**src/rtl/serial_deserializer.sv**
```systemverilog
// serial_deserializer
// Serial-in / parallel-out receiver for an MSB-first shift link. A frame
// starts with a sync strobe on its first bit. After DATA_WIDTH bits (plus one
// even-parity bit when PARITY_EN is defined) the assembled word appears on
// data_out together with a one-cycle data_valid pulse.
//
// Optional feature macro: PARITY_EN
//   defined   - each frame carries a trailing even-parity bit; parity_err is
//               registered and valid together with data_valid
//   undefined - frames are DATA_WIDTH bits long; parity_err is tied to 0
//
// Ports:
//   clk        in   system clock, rising edge
//   reset      in   asynchronous active-high reset
//   serial_in  in   serial data, MSB first
//   bit_en     in   sample serial_in this cycle
//   sync       in   (with bit_en) this bit is the first bit of a frame
//   data_out   out  last completed word, held until the next word completes
//   data_valid out  one-cycle pulse when data_out updates
//   busy       out  a frame is partially received
//   frame_err  out  one-cycle pulse when sync restarts a partial frame
//   parity_err out  parity result, valid with data_valid
module serial_deserializer #(
    parameter int DATA_WIDTH = 8
) (
    input  logic                  clk,
    input  logic                  reset,
    input  logic                  serial_in,
    input  logic                  bit_en,
    input  logic                  sync,
    output logic [DATA_WIDTH-1:0] data_out,
    output logic                  data_valid,
    output logic                  busy,
    output logic                  frame_err,
    output logic                  parity_err
);

    localparam int CNT_W = $clog2(DATA_WIDTH + 1);
    localparam logic [CNT_W-1:0] LAST_CNT = CNT_W'(DATA_WIDTH - 1);

    typedef enum logic [1:0] {
        IDLE   = 2'd0,
        SHIFT  = 2'd1,
        PARITY = 2'd2
    } state_t;

    state_t                  state_q, state_d;
    logic [DATA_WIDTH-1:0]   shreg_q, shreg_d;
    logic [CNT_W-1:0]        cnt_q, cnt_d;
    logic [DATA_WIDTH-1:0]   data_out_q, data_out_d;
    logic                    data_valid_q, data_valid_d;
    logic                    busy_q, busy_d;
    logic                    frame_err_q, frame_err_d;
    logic                    parity_err_q, parity_err_d;
    logic [DATA_WIDTH-1:0]   shifted;

    assign shifted = {shreg_q[DATA_WIDTH-2:0], serial_in};

    always_ff @(posedge clk or posedge reset) begin
        if (reset) begin
            state_q      <= IDLE;
            shreg_q      <= '0;
            cnt_q        <= '0;
            data_out_q   <= '0;
            data_valid_q <= 1'b0;
            busy_q       <= 1'b0;
            frame_err_q  <= 1'b0;
            parity_err_q <= 1'b0;
        end else begin
            state_q      <= state_d;
            shreg_q      <= shreg_d;
            cnt_q        <= cnt_d;
            data_out_q   <= data_out_d;
            data_valid_q <= data_valid_d;
            busy_q       <= busy_d;
            frame_err_q  <= frame_err_d;
            parity_err_q <= parity_err_d;
        end
    end

    always_comb begin
        state_d      = state_q;
        shreg_d      = shreg_q;
        cnt_d        = cnt_q;
        data_out_d   = data_out_q;
        data_valid_d = 1'b0;
        frame_err_d  = 1'b0;
        parity_err_d = parity_err_q;

        if (bit_en) begin
            case (state_q)
                IDLE: begin
                    // Bits arriving outside a frame are dropped.
                    if (sync) begin
                        shreg_d = shifted;
                        cnt_d   = CNT_W'(1);
                        state_d = SHIFT;
                    end
                end
                SHIFT: begin
                    shreg_d = shifted;
                    if (sync) begin
                        // Restart wins even over a would-be last bit.
                        cnt_d       = CNT_W'(1);
                        frame_err_d = 1'b1;
                    end else if (cnt_q == LAST_CNT) begin
`ifdef PARITY_EN
                        // Word is complete; wait for the parity bit.
                        cnt_d   = cnt_q + CNT_W'(1);
                        state_d = PARITY;
`else
                        data_out_d   = shifted;
                        data_valid_d = 1'b1;
                        cnt_d        = '0;
                        state_d      = IDLE;
`endif
                    end else begin
                        cnt_d = cnt_q + CNT_W'(1);
                    end
                end
`ifdef PARITY_EN
                PARITY: begin
                    if (sync) begin
                        shreg_d     = shifted;
                        cnt_d       = CNT_W'(1);
                        frame_err_d = 1'b1;
                        state_d     = SHIFT;
                    end else begin
                        // Parity bit is checked but not shifted into the word.
                        data_out_d   = shreg_q;
                        data_valid_d = 1'b1;
                        parity_err_d = (^shreg_q) ^ serial_in;
                        cnt_d        = '0;
                        state_d      = IDLE;
                    end
                end
`endif
                default: begin
                    state_d = IDLE;
                    cnt_d   = '0;
                end
            endcase
        end

        busy_d = (state_d != IDLE);
    end

`ifdef PARITY_EN
    assign parity_err = parity_err_q;
`else
    // The MSB is only needed for the parity check; without it, it simply
    // falls off the end of the shift register.
    logic shreg_msb_unused;
    logic parity_err_q_unused;
    assign shreg_msb_unused    = shreg_q[DATA_WIDTH-1];
    assign parity_err_q_unused = parity_err_q;
    assign parity_err          = 1'b0;
`endif

    assign data_out   = data_out_q;
    assign data_valid = data_valid_q;
    assign busy       = busy_q;
    assign frame_err  = frame_err_q;

endmodule

```
**config.mk**
```make
export PLATFORM = sky130hd
export DESIGN_NAME = serial_deserializer
export DESIGN_NICKNAME = d
export VERILOG_FILES = /design/src/rtl/serial_deserializer.sv
export SDC_FILE = /design/constraint.sdc
export NUM_CORES = 1
export LEC_CHECK = 0
export ABC_AREA = 1
export BUFFER_PORTS_ARGS = -buffer_cell sky130_fd_sc_hd__buf_4
export CAP_MARGIN = 20
export CORE_MARGIN = 4
export CORE_UTILIZATION = 58
export DETAILED_ROUTE_END_ITERATION = 10
export MAX_ROUTING_LAYER = met4
export PLACE_DENSITY = 0.89
export SETUP_SLACK_MARGIN = 0.5
export SLEW_MARGIN = 20
export SYNTH_ARGS = -nofsm -noshare
export SYNTH_HDL_FRONTEND = slang
export SYNTH_SLANG_ARGS = --single-unit
```
**constraint.sdc**
```tcl
create_clock -name clk -period 1.9 [get_ports clk]
set_input_delay 0 -clock clk [delete_from_list [all_inputs] [get_ports clk]]
set_output_delay 0 -clock clk [all_outputs]
set_load 0.02 [all_outputs]
```
; ---- Yosys cells after proc, flatten, opt, wreduce, memory -nomap -nowiden
; Index checks and enable logic that the tools add are counted.
; W data, S select, Z words.
[op_classes]
bitwise_logic = 1
add_sub_neg = 1
n_mux = 18
n_reduce_logical = 6
n_eq_ne = 3
[op_table]
columns = op, n
row1 = $pmux W7 S2, 1
row2 = $mux W4, 3
row3 = $mux W2, 4
row4 = $pmux W4 S2, 1
row5 = $mux W1, 7
row6 = $mux W7, 1
row7 = $add A4 B1 Y4 const B, 1
row8 = $eq A4 B3 Y1 const B, 1
row9 = $pmux W2 S2, 1
row10 = $reduce_and A4 Y1, 1
row11 = $reduce_bool A2 Y1, 2
row12 = $reduce_and A3 Y1, 1
row13 = $eq A2 B1 Y1 const B, 1
row14 = $logic_not A2 Y1, 1
row15 = $ne A2 B2 Y1 const B, 1
row16 = $reduce_and A2 Y1, 1
row17 = $not A1 Y1, 1
[totals]
output_inout_bits = 12
reg_bits = 24

; ---- Longest topological paths before layout
; Gate-level depths: netlist (run 1).
[depth]
depth_word = 6
mapped_depth = 7
ltp_nobuf = 7

; ---- Worst setup path before layout (run 1)
; No wires, ideal clock.
[synth_path]
kind = register -> register
start = register cnt_q[0]
end = register busy_q (netlist: busy)
arrival_time_ns = 1.054
stages_incl_launch_ff = 8
path_slack_ns = 0.724
n_path_buf = 1
synth_period_minus_slack_ns = 1.176
t_required_ns = 1.778
path_cell_list = dfrtp_1 -> ha_1 -> nand2_2 -> nor2_2 -> buf_6 -> nand2_1 -> nand2_2 -> nand3_2
[synth_via]
elab_chain_len = 6
[synth_rtl]
columns = element, line_no
row1 = from (decl), 49  ; logic [CNT_W-1:0] cnt_q, cnt_d;
row2 = from (signal assigned), 72  ; cnt_q <= cnt_d;
row3 = $eq A4 B3 Y1, 106  ; end else if (cnt_q == LAST_CNT) begin
row4 = $mux W2, 106
row5 = $mux W2, 102  ; if (sync) begin
row6 = $pmux W2 S2, 91  ; case (state_q)
row7 = $mux W2, 90  ; if (bit_en) begin
row8 = $reduce_bool A2 Y1, 145  ; busy_d = (state_d != IDLE);
row9 = via busy_d, 52  ; logic busy_q, busy_d;
row10 = to (signal assigned), 75  ; busy_q <= busy_d;
row11 = to (decl), 52
; The timed path passes the listed nets, and every way through them passes these cells.
; A chain may end at the register's enable or synchronous reset.

; ---- Worst setup path in the final report (run 1)
[layout_path]
start = register cnt_q[1]
end = register state_q[0]
[layout_via]
elab_chain_len = 5
[layout_rtl]
columns = element, line_no
row1 = $eq A4 B3 Y1, 106
row2 = $mux W2, 106
row3 = $mux W2, 102
row4 = $pmux W2 S2, 91
row5 = $mux W2, 90
row6 = via state_d[0], 47  ; state_t state_q, state_d;
row7 = to (signal assigned), 70  ; state_q <= state_d;
row8 = to (decl), 47
; The timed path passes the listed nets, and every way through them passes these cells.

==> flow_summary_export.csv, run 1 <==
group,metric,value,unit
run_status,status,"completed",
synth,yosysSeqAreaShare,0.552,
synth,ys_warn_count,0,
route,drtIter0Drc,39,
critical_path,r2r-start,"cnt_q[1]",
pwr,swShare,0.288,
synth,yosysMostFrequentCell,"nand2_1",
route,first_pass_iters,4,
die,die_w,51.3,um
timing,finClkSkew,0.00602,ns
placement,post-place-ws,0.304,ns
global_routing,grt_antenna_before_repair,0,
critical_path,r2r_setup_slack,0.57,ns
timing,max_slew.worst_pin.slew,0.863,ns
placement,dp_hpwl,1530,um
critical_path,cp-end-kind,"flip-flop",
die,dieArea,0.00263,sq mm
placement,gp_congestion,0.831,
clocking,clockBufferDepth,2,
synth,postSynthAreaPerCell,8.84,sq um
clocking,insertion_delay,0.32,ns
clocking,root_buffer,"clkbuf_4",
route,finalWirelength,2240,um
timing,fin_crit_sh,0.702,
critical_path,r2r_end,"state_q[0]",
synth,syn_inst,123,
placement,numPlacedInstances,161,
synth,synth.distinct_cells,20,
cells_and_area,nFillCells,127,
synth,synth_ff_type,"dfrtp_1",
global_routing,track_usage,0.193,
die,start_util,0.623,
cells_and_area,diodes,0,
pwr,p_leak,0.729,nW
critical_path,crit_chain,"ha_4, nand2_2, nor2_4, buf_4, nand2_1, nand2_2, nand2_1",
clocking,cts_tree,"yes",
cells_and_area,finalNetCount,154,
critical_path,path_delay_family,"flip-flops",
min_path,hold_class,"input port to async pin",
synth,synthTopCellsByArea,"dfrtp_1, nand2_1, nand3_1, inv_1, nand3_2",
route,routedWlPerCell,13.0,um
cells_and_area,drive_gt1_frac,0.259,
critical_path,cp_slowest_cell,"dfrtp_1",
cells_and_area,final_cells,172,
pwr,p_sw,0.301,mW
route,vias,902,
synth,synth-seq-cells,24,
route,drc,0,
cells_and_area,multi_input_area,433,sq um
timing,final-max-slew-violation-count,0,
timing,setup_tns,0,ns
global_routing,grt_first_pass_wirelength,3710,um
cells_and_area,regArea,602,sq um
route,vias_per_cell,5.24,
die,io_pins,17,
critical_path,r2r_cells,7,
synth,yosysTopAreaCellShare,0.552,
timing,fin_crit,1.33,ns
synth,synthArstFlopShare,1.00,
clocking,cts_made_buffers,3,
timing,max_clock_freq,749,MHz
critical_path,path_class,"flip-flop to flip-flop",
run,cap_violations,0,
clocking,cts_max_level,1,
synth,yosysTopAreaCell,"dfrtp_1",
pwr,power_density,781,mW/mm^2
global_routing,grt_pass1_vias,835,
critical_path,max_stage_delay,0.46,ns
timing,final-hold-violation-count,0,
die,coreArea,0.00175,sq mm
pwr,p_int,0.744,mW
critical_path,worst-path-buf-inv,1,
cells_and_area,syn_to_final_growth,23.0,%
timing,setup_ws,0.566,ns
synth,syn-cell-area,0.00109,sq mm
pwr,total_power,1.04,mW
global_routing,grt_max_degree,25,
critical_path,path_max_fanout,3,
timing,rsz0062_at_grt,"no",
route,ant_nets,0,
critical_path,cp.arrival,1.55,ns
pwr,pwr-share-seq,0.582,
timing,setup_viol,0,
synth,synth_edf_count,0,
die,die_h,51.3,um
pwr,pwr-share-clk,0.257,
pwr,ir_drop,0.562,mV
critical_path,start_kind,"flip-flop",
synth,synth_commonest_cells,"nand2_1, dfrtp_1, nand3_1, inv_1, o21ai_0",
global_routing,grt_overflow,0,
clocking,clkTransAtPathRegs,0.13,ns
timing,timing.slew.headroom,0.424,
synth,syn_nets,129,
critical_path,critPathRequiredTime,2.12,ns
placement,port_buffers,15,
pwr,power_frac_comb,0.161,
die,num_rows,15,
clocking,clock-sinks,24,
## stage by stage
stage	instance area, sq um	hold WS (ns)	util
global route	1340	0.465	0.766
global placement	1210	0.220	0.695
floorplan	1090	0.0146	-
CTS	1310	0.435	0.750
detailed placement	1210	0.228	0.695
finish	1340	0.405	0.766
## layout by cell type (no fill, tap or decap), types with 2 or more instances in the layout
cell	count
dfrtp_1	23
clkbuf_4	3
nand2_2	4
nor2_1	3
nand2_1	45
nand3_2	2
inv_1	12
dlygate4sd3_1	4
nand3_1	13
nand3_4	2
o21ai_0	6
buf_4	18
## layer usage
| metal | GRT usage | part of all wire | up-vias |
|---|---|---|---|
| met5 | - | 0 | - |
| met4 | 0.0742 | 0.030 | 0 |
| met3 | 0.0262 | 0.057 | 9 |
| met2 | 0.300 | 0.49 | 37 |
| met1 | 0.258 | 0.43 | 427 |
| li1 | - | - | 429 |
## flip-flops by register name, indices dropped and copies added, names as in the netlist
register,cells
data_out,8
shreg_q,7
cnt_q,4
state_q,2
busy,1
data_valid,1
frame_err,1
## worst max path at each step
stage                  end      from  slack [ns]  cells past startpoint
5_1_grt               busy  cnt_q[1]        0.49                      7
2_1_floorplan         busy  cnt_q[0]        0.72                      7
3_3_place_gp   data_out[3]  cnt_q[0]        0.47                      6
4_1_cts        data_out[6]  cnt_q[0]        0.55                      6
6_report        state_q[0]  cnt_q[1]        0.57                      7
3_5_place_dp   data_out[6]  cnt_q[0]        0.30                      6
## worst reg2reg max path: stages, from the launching register on
cell and delay (ns):
dfrtp_1 0.46, ha_4 0.18, nand2_2 0.08, nor2_4 0.18
buf_4 0.15, nand2_1 0.06, nand2_2 0.08, nand2_1 0.06
## cell type report
type / count / share of cell area
sequential: 24 / 0.450
multi-input combinational: 82 / 0.324
tap: 25 / 0.0234
clock buffer: 4 / 0.0271
inverter: 15 / 0.0449
timing repair buffer: 22 / 0.131
## repair_timing
item / 4_1_cts / 5_1_grt
endpoints found under the setup margin: 12 / 11
hold buffers: 4 / 0
endpoints found under the hold margin: 28 / 0
buffers inserted: 2 / 1
pin swaps: 1 / 1
resized for setup: 1 / 4
## power by group through the flow
stage | Combinational, mW | Clock [mW] | Sequential [mW]
floorplan | 0.0944 | 0 | 0.606
global placement | 0.132 | 0 | 0.608
detailed placement | 0.141 | 0 | 0.611
CTS | 0.152 | 0.269 | 0.602
global route | 0.190 | 0.295 | 0.614
finish | 0.168 | 0.269 | 0.608
## kinds of logic (layout without fill, tap and decap cells)
kind of cell | after synthesis | count (layout) | synth area share
fa+ha+maj | 1 | 1 | 0.0115
simple gates | 74 | 74 | 0.333
other cells | 1 | 1 | 0.00345
buf+inv | 17 | 41 | 0.0725
compound gates | 6 | 6 | 0.0276
flops | 24 | 24 | 0.552
(Power assumes the default switching activity.)
==> inputs of run 2 (changes only) <==
--- a/config.mk
+++ b/config.mk
@@ -9,10 +9,10 @@
 export BUFFER_PORTS_ARGS = -buffer_cell sky130_fd_sc_hd__buf_4
 export CAP_MARGIN = 20
 export CORE_MARGIN = 4
-export CORE_UTILIZATION = 58
+export CORE_UTILIZATION = 54
 export DETAILED_ROUTE_END_ITERATION = 10
 export MAX_ROUTING_LAYER = met4
-export PLACE_DENSITY = 0.89
+export PLACE_DENSITY = 0.85
 export SETUP_SLACK_MARGIN = 0.5
 export SLEW_MARGIN = 20
 export SYNTH_ARGS = -nofsm -noshare
==> constraint.sdc (replaced) <==
create_clock -name clk -period 1.4 [get_ports clk]
set_input_delay 0 -clock clk [delete_from_list [all_inputs] [get_ports clk]]
set_output_delay 0 -clock clk [all_outputs]
set_load 0.02 [all_outputs]
==> flow_summary_export.csv, run 2 (synthesized netlist as in run 1, its figures left out) <==
group,metric,value,unit
route,first_pass_iters,4,
cells_and_area,drive_gt1_frac,0.472,
global_routing,grt_max_degree,25,
cells_and_area,final_cells,186,
clocking,insertion_delay,0.33,ns
cells_and_area,diodes,0,
pwr,ir_drop,0.921,mV
run_status,status,"completed",
cells_and_area,final_util,0.883,
pwr,p_leak,0.842,nW
timing,hold_slack,0.0453,ns
min_path,hold_class,"input port to flip-flop",
clocking,root_buffer,"clkbuf_4",
global_routing,track_usage,0.206,
route,routedWlPerCell,18.3,um
placement,dp_hpwl,1490,um
clocking,cts_tree,"yes",
pwr,pwr-share-seq,0.483,
pwr,total_power,1.71,mW
placement,post-place-ws,0.107,ns
route,vias,1082,
timing,setup_viol,0,
run,cap_violations,0,
die,die_w,52.9,um
die,start_util,0.597,
timing,finClkSkew,0.00650,ns
global_routing,grt_first_pass_wirelength,3970,um
critical_path,critPathRequiredTime,1.68,ns
timing,setup_tns,0,ns
timing,rsz0062_at_grt,"yes",
cells_and_area,largest_reg_flops,8,
die,io_pins,17,
die,dieArea,0.00280,sq mm
critical_path,path_class,"flip-flop to flip-flop",
pwr,swShare,0.297,
route,finalWirelength,3400,um
critical_path,path_max_fanout,8,
placement,port_buffers,15,
route,ant_nets,0,
route,vias_per_cell,5.82,
timing,max_clock_freq,791,MHz
clocking,clock-sinks,24,
placement,numPlacedInstances,163,
clocking,cts_made_buffers,3,
route,drtIter0Drc,56,
timing,fin_crit,1.26,ns
critical_path,cp-end-kind,"flip-flop",
die,num_rows,15,
clocking,cts_max_level,1,
timing,final-hold-violation-count,0,
global_routing,grt_pass1_vias,883,
cells_and_area,syn_to_final_growth,47.9,%
timing,setup_ws,0.135,ns
route,drc,0,
pwr,p_int,1.20,mW
cells_and_area,layout_commonest_cell,"nand2_1",
pwr,power_frac_comb,0.215,
critical_path,start_kind,"flip-flop",
placement,placed_cell_area,0.00124,sq mm
placement,gp_congestion,0.873,
clocking,clockBufferDepth,2,
critical_path,cp.arrival,1.54,ns
pwr,p_sw,0.507,mW
die,coreArea,0.00182,sq mm
clocking,clkTransAtPathRegs,0.14,ns
pwr,pwr-share-clk,0.302,
die,die_h,52.9,um
cells_and_area,final_cell_mix,"nand2_1, dfrtp_1, buf_4",
timing,fin_crit_sh,0.903,
pwr,power_density,1060,mW/mm^2
global_routing,grt_antenna_before_repair,0,
cells_and_area,final_area,0.00161,sq mm
timing,final-max-slew-violation-count,0,
cells_and_area,finalNetCount,168,
cells_and_area,nFillCells,81,
global_routing,grt_overflow,0,
[run 2: cell types whose count changed in the layout (fill, tap and decap cells not counted), sizes merged]
cell,before,now
buf,18,30
bufinv,0,1
clkbuf,4,3
clkinv,1,2
nand3,17,18
[run 2: metal layers]
layer,GRT usage,vias up,part of all wire
li1,-,461,-
met1,0.276,521,0.37
met2,0.314,80,0.50
met3,0.0366,20,0.087
met4,0.0766,0,0.040
met5,-,-,0
[run 2: path summary, 6_finish.rpt]
| check | slack (ns) | start | endpoint | depth (start not counted) |
|---|---|---|---|---|
| worst min-delay path | 0.05 | sync | busy | 5 |
| min in group asynchronous | 0.26 | reset | data_valid | 4 |
| max in group asynchronous | 0.88 | reset | state_q[1] | 4 |
| worst max-delay path | 0.14 | cnt_q[0] | data_out[2] | 6 |
| worst min register to register | 0.52 | data_out[3] | data_out[3] | 2 |
| worst max register to register | 0.14 | cnt_q[0] | data_out[2] | 6 |
[run 2: cell type report]
type	instances	area [sq um]	area share
flip-flops and latches	24	603	0.375
multi-input cells	83	544	0.339
repair buffers	34	299	0.186
inverters	15	71.3	0.0444
well taps	25	31.3	0.0195
clock inverters	1	30.0	0.0187
clock buffers	3	22.5	0.0140
repair inverters	1	6.26	0.00389
[run 2: worst max-delay path, cell delays in order (launching register included)]
cell	delay, ns
dfrtp_1	0.43
ha_4	0.17
nand2_4	0.06
nor2_4	0.19
buf_6	0.17
nand3_2	0.10
nand2_1	0.09
[run 2: repair_timing]
| action | CTS | global route |
|---|---|---|
| buffers inserted | 3 | 10 |
| pin swaps | 5 | 12 |
| cloned | 0 | 2 |
| hold buffers | 4 | 0 |
| endpoints found under the hold margin | 28 | 0 |
| setup endpoints to repair | 24 | 31 |
| resized for setup | 10 | 39 |
[run 2: power by group through the flow]
| stage | Sequential (mW) | Combinational [mW] | Clock [mW] |
|---|---|---|---|
| 2_1_floorplan | 0.822 | 0.133 | 0 |
| 3_5_place_dp | 0.828 | 0.195 | 0 |
| 4_1_cts | 0.811 | 0.238 | 0.505 |
| 6_report | 0.826 | 0.368 | 0.516 |
| 3_3_place_gp | 0.822 | 0.190 | 0 |
| 5_1_grt | 0.833 | 0.392 | 0.544 |
==> inputs of run 3 (changes only) <==
--- a/config.mk
+++ b/config.mk
@@ -8,6 +8,7 @@
 export ABC_AREA = 1
 export BUFFER_PORTS_ARGS = -buffer_cell sky130_fd_sc_hd__buf_4
 export CAP_MARGIN = 20
+export CORE_ASPECT_RATIO = 1.2
 export CORE_MARGIN = 4
 export CORE_UTILIZATION = 54
 export DETAILED_ROUTE_END_ITERATION = 10
==> flow_summary_export.csv, run 3 (synthesized netlist as in run 1, its figures left out) <==
group,metric,value,unit
pwr,total_power,1.45,mW
timing,fin_crit_sh,0.913,
clocking,clockBufferDepth,2,
cells_and_area,largest_reg_flops,8,
die,die_w,49.0,um
timing,max_clock_freq,783,MHz
timing,setup_viol,0,
cells_and_area,layout_commonest_cell,"nand2_1",
die,io_pins,17,
timing,hold_slack,0.0344,ns
route,drc,0,
cells_and_area,syn_to_final_growth,45.7,%
timing,final-max-slew-violation-count,0,
placement,gp_congestion,0.921,
cells_and_area,final_cell_mix,"nand2_1, dfrtp_1, buf_4",
global_routing,grt_antenna_before_repair,0,
critical_path,cp.arrival,1.54,ns
die,die_h,57.2,um
die,dieArea,0.00280,sq mm
pwr,p_leak,0.859,nW
global_routing,grt_max_degree,25,
timing,finClkSkew,0.00744,ns
timing,rsz0062_at_grt,"yes",
run_status,status,"completed",
route,drtIter0Drc,61,
route,first_pass_iters,6,
cells_and_area,final_cells,183,
timing,final-hold-violation-count,0,
clocking,cts_tree,"yes",
placement,numPlacedInstances,157,
cells_and_area,final_util,0.846,
clocking,root_buffer,"clkbuf_4",
critical_path,path_class,"flip-flop to flip-flop",
timing,setup_tns,0,ns
route,routedWlPerCell,17.2,um
critical_path,start_kind,"flip-flop",
timing,fin_crit,1.28,ns
route,finalWirelength,3150,um
critical_path,max_stage_delay,0.44,ns
global_routing,track_usage,0.197,
run,cap_violations,0,
pwr,ir_drop,0.711,mV
global_routing,grt_overflow,0,
critical_path,path_max_fanout,8,
die,start_util,0.581,
cells_and_area,drive_gt1_frac,0.415,
pwr,power_density,913,mW/mm^2
die,num_rows,17,
clocking,insertion_delay,0.31,ns
clocking,clkTransAtPathRegs,0.13,ns
clocking,clock-sinks,24,
placement,dp_hpwl,1530,um
placement,port_buffers,15,
clocking,cts_max_level,1,
global_routing,grt_pass1_vias,857,
critical_path,critPathRequiredTime,1.66,ns
critical_path,crit_chain,"ha_4, nand2_4, nor2_4, buf_6, nand3_1, nand2_1",
cells_and_area,diodes,0,
die,coreArea,0.00187,sq mm
route,vias,1045,
route,ant_nets,0,
global_routing,grt_first_pass_wirelength,4170,um
critical_path,cp-end-kind,"flip-flop",
route,vias_per_cell,5.71,
clocking,cts_made_buffers,3,
cells_and_area,finalNetCount,172,
min_path,hold_class,"input port to flip-flop",
critical_path,cp_slowest_cell,"dfrtp_1",
-- run 3: worst max-delay path, delay by kind of cell, from the launching register on --
kind                       cells  cell delay (ns)
DFF                            1             0.44
buffers and inverters          1             0.16
and+or+nand+nor                4             0.45
adders and majority gates      1             0.17
-- run 3: per-layer routing --
layer	wire length, um	track usage
met2	1690	0.317
met4	82	0.0692
met5	0	-
met3	192	0.0366
met1	1180	0.250
-- run 3: report_power, final --
part,switching [mW],internal [mW]
logic,0.183,0.136
registers,0.0640,0.760
clock network,0.203,0.101
-- run 3: cell type report --
class | instances | area [sq um]
repair inverters | 1 | 6.26
clock buffers | 3 | 22.5
repair buffers | 38 | 357
multi-input cells | 83 | 507
well taps | 19 | 23.8
inverters | 15 | 66.3
fillers | 91 | 288
flip-flops and latches | 24 | 602
-- run 3: per-stage QoR --
step	setup slack [ns]	area, sq um
finish	0.122	1580
global placement	0.181	1230
CTS	0.199	1350
floorplan	0.254	1100
global route	0.0377	1580
detailed placement	0.102	1230
-- run 3: final timing paths --
| kind | startpoint | endpoint | slack (ns) | depth (start not counted) |
|---|---|---|---|---|
| hold reg to reg | shreg_q[6] | shreg_q[6] | 0.52 | 2 |
| setup reg to reg | cnt_q[1] | data_out[6] | 0.12 | 6 |
| hold / removal | sync | state_q[0] | 0.03 | 5 |
| max in group asynchronous | reset | state_q[0] | 0.88 | 4 |
| setup / recovery | cnt_q[1] | data_out[6] | 0.12 | 6 |
| min in group asynchronous | reset | data_out[0] | 0.26 | 4 |
-- run 3: timing repair --
item	in CTS	in global routing
cloned	1	1
endpoints found under the setup margin	23	32
setup buffers	5	12
resized for setup	5	34
pin swaps	3	9
hold endpoints to repair	28	0
hold buffers	4	0
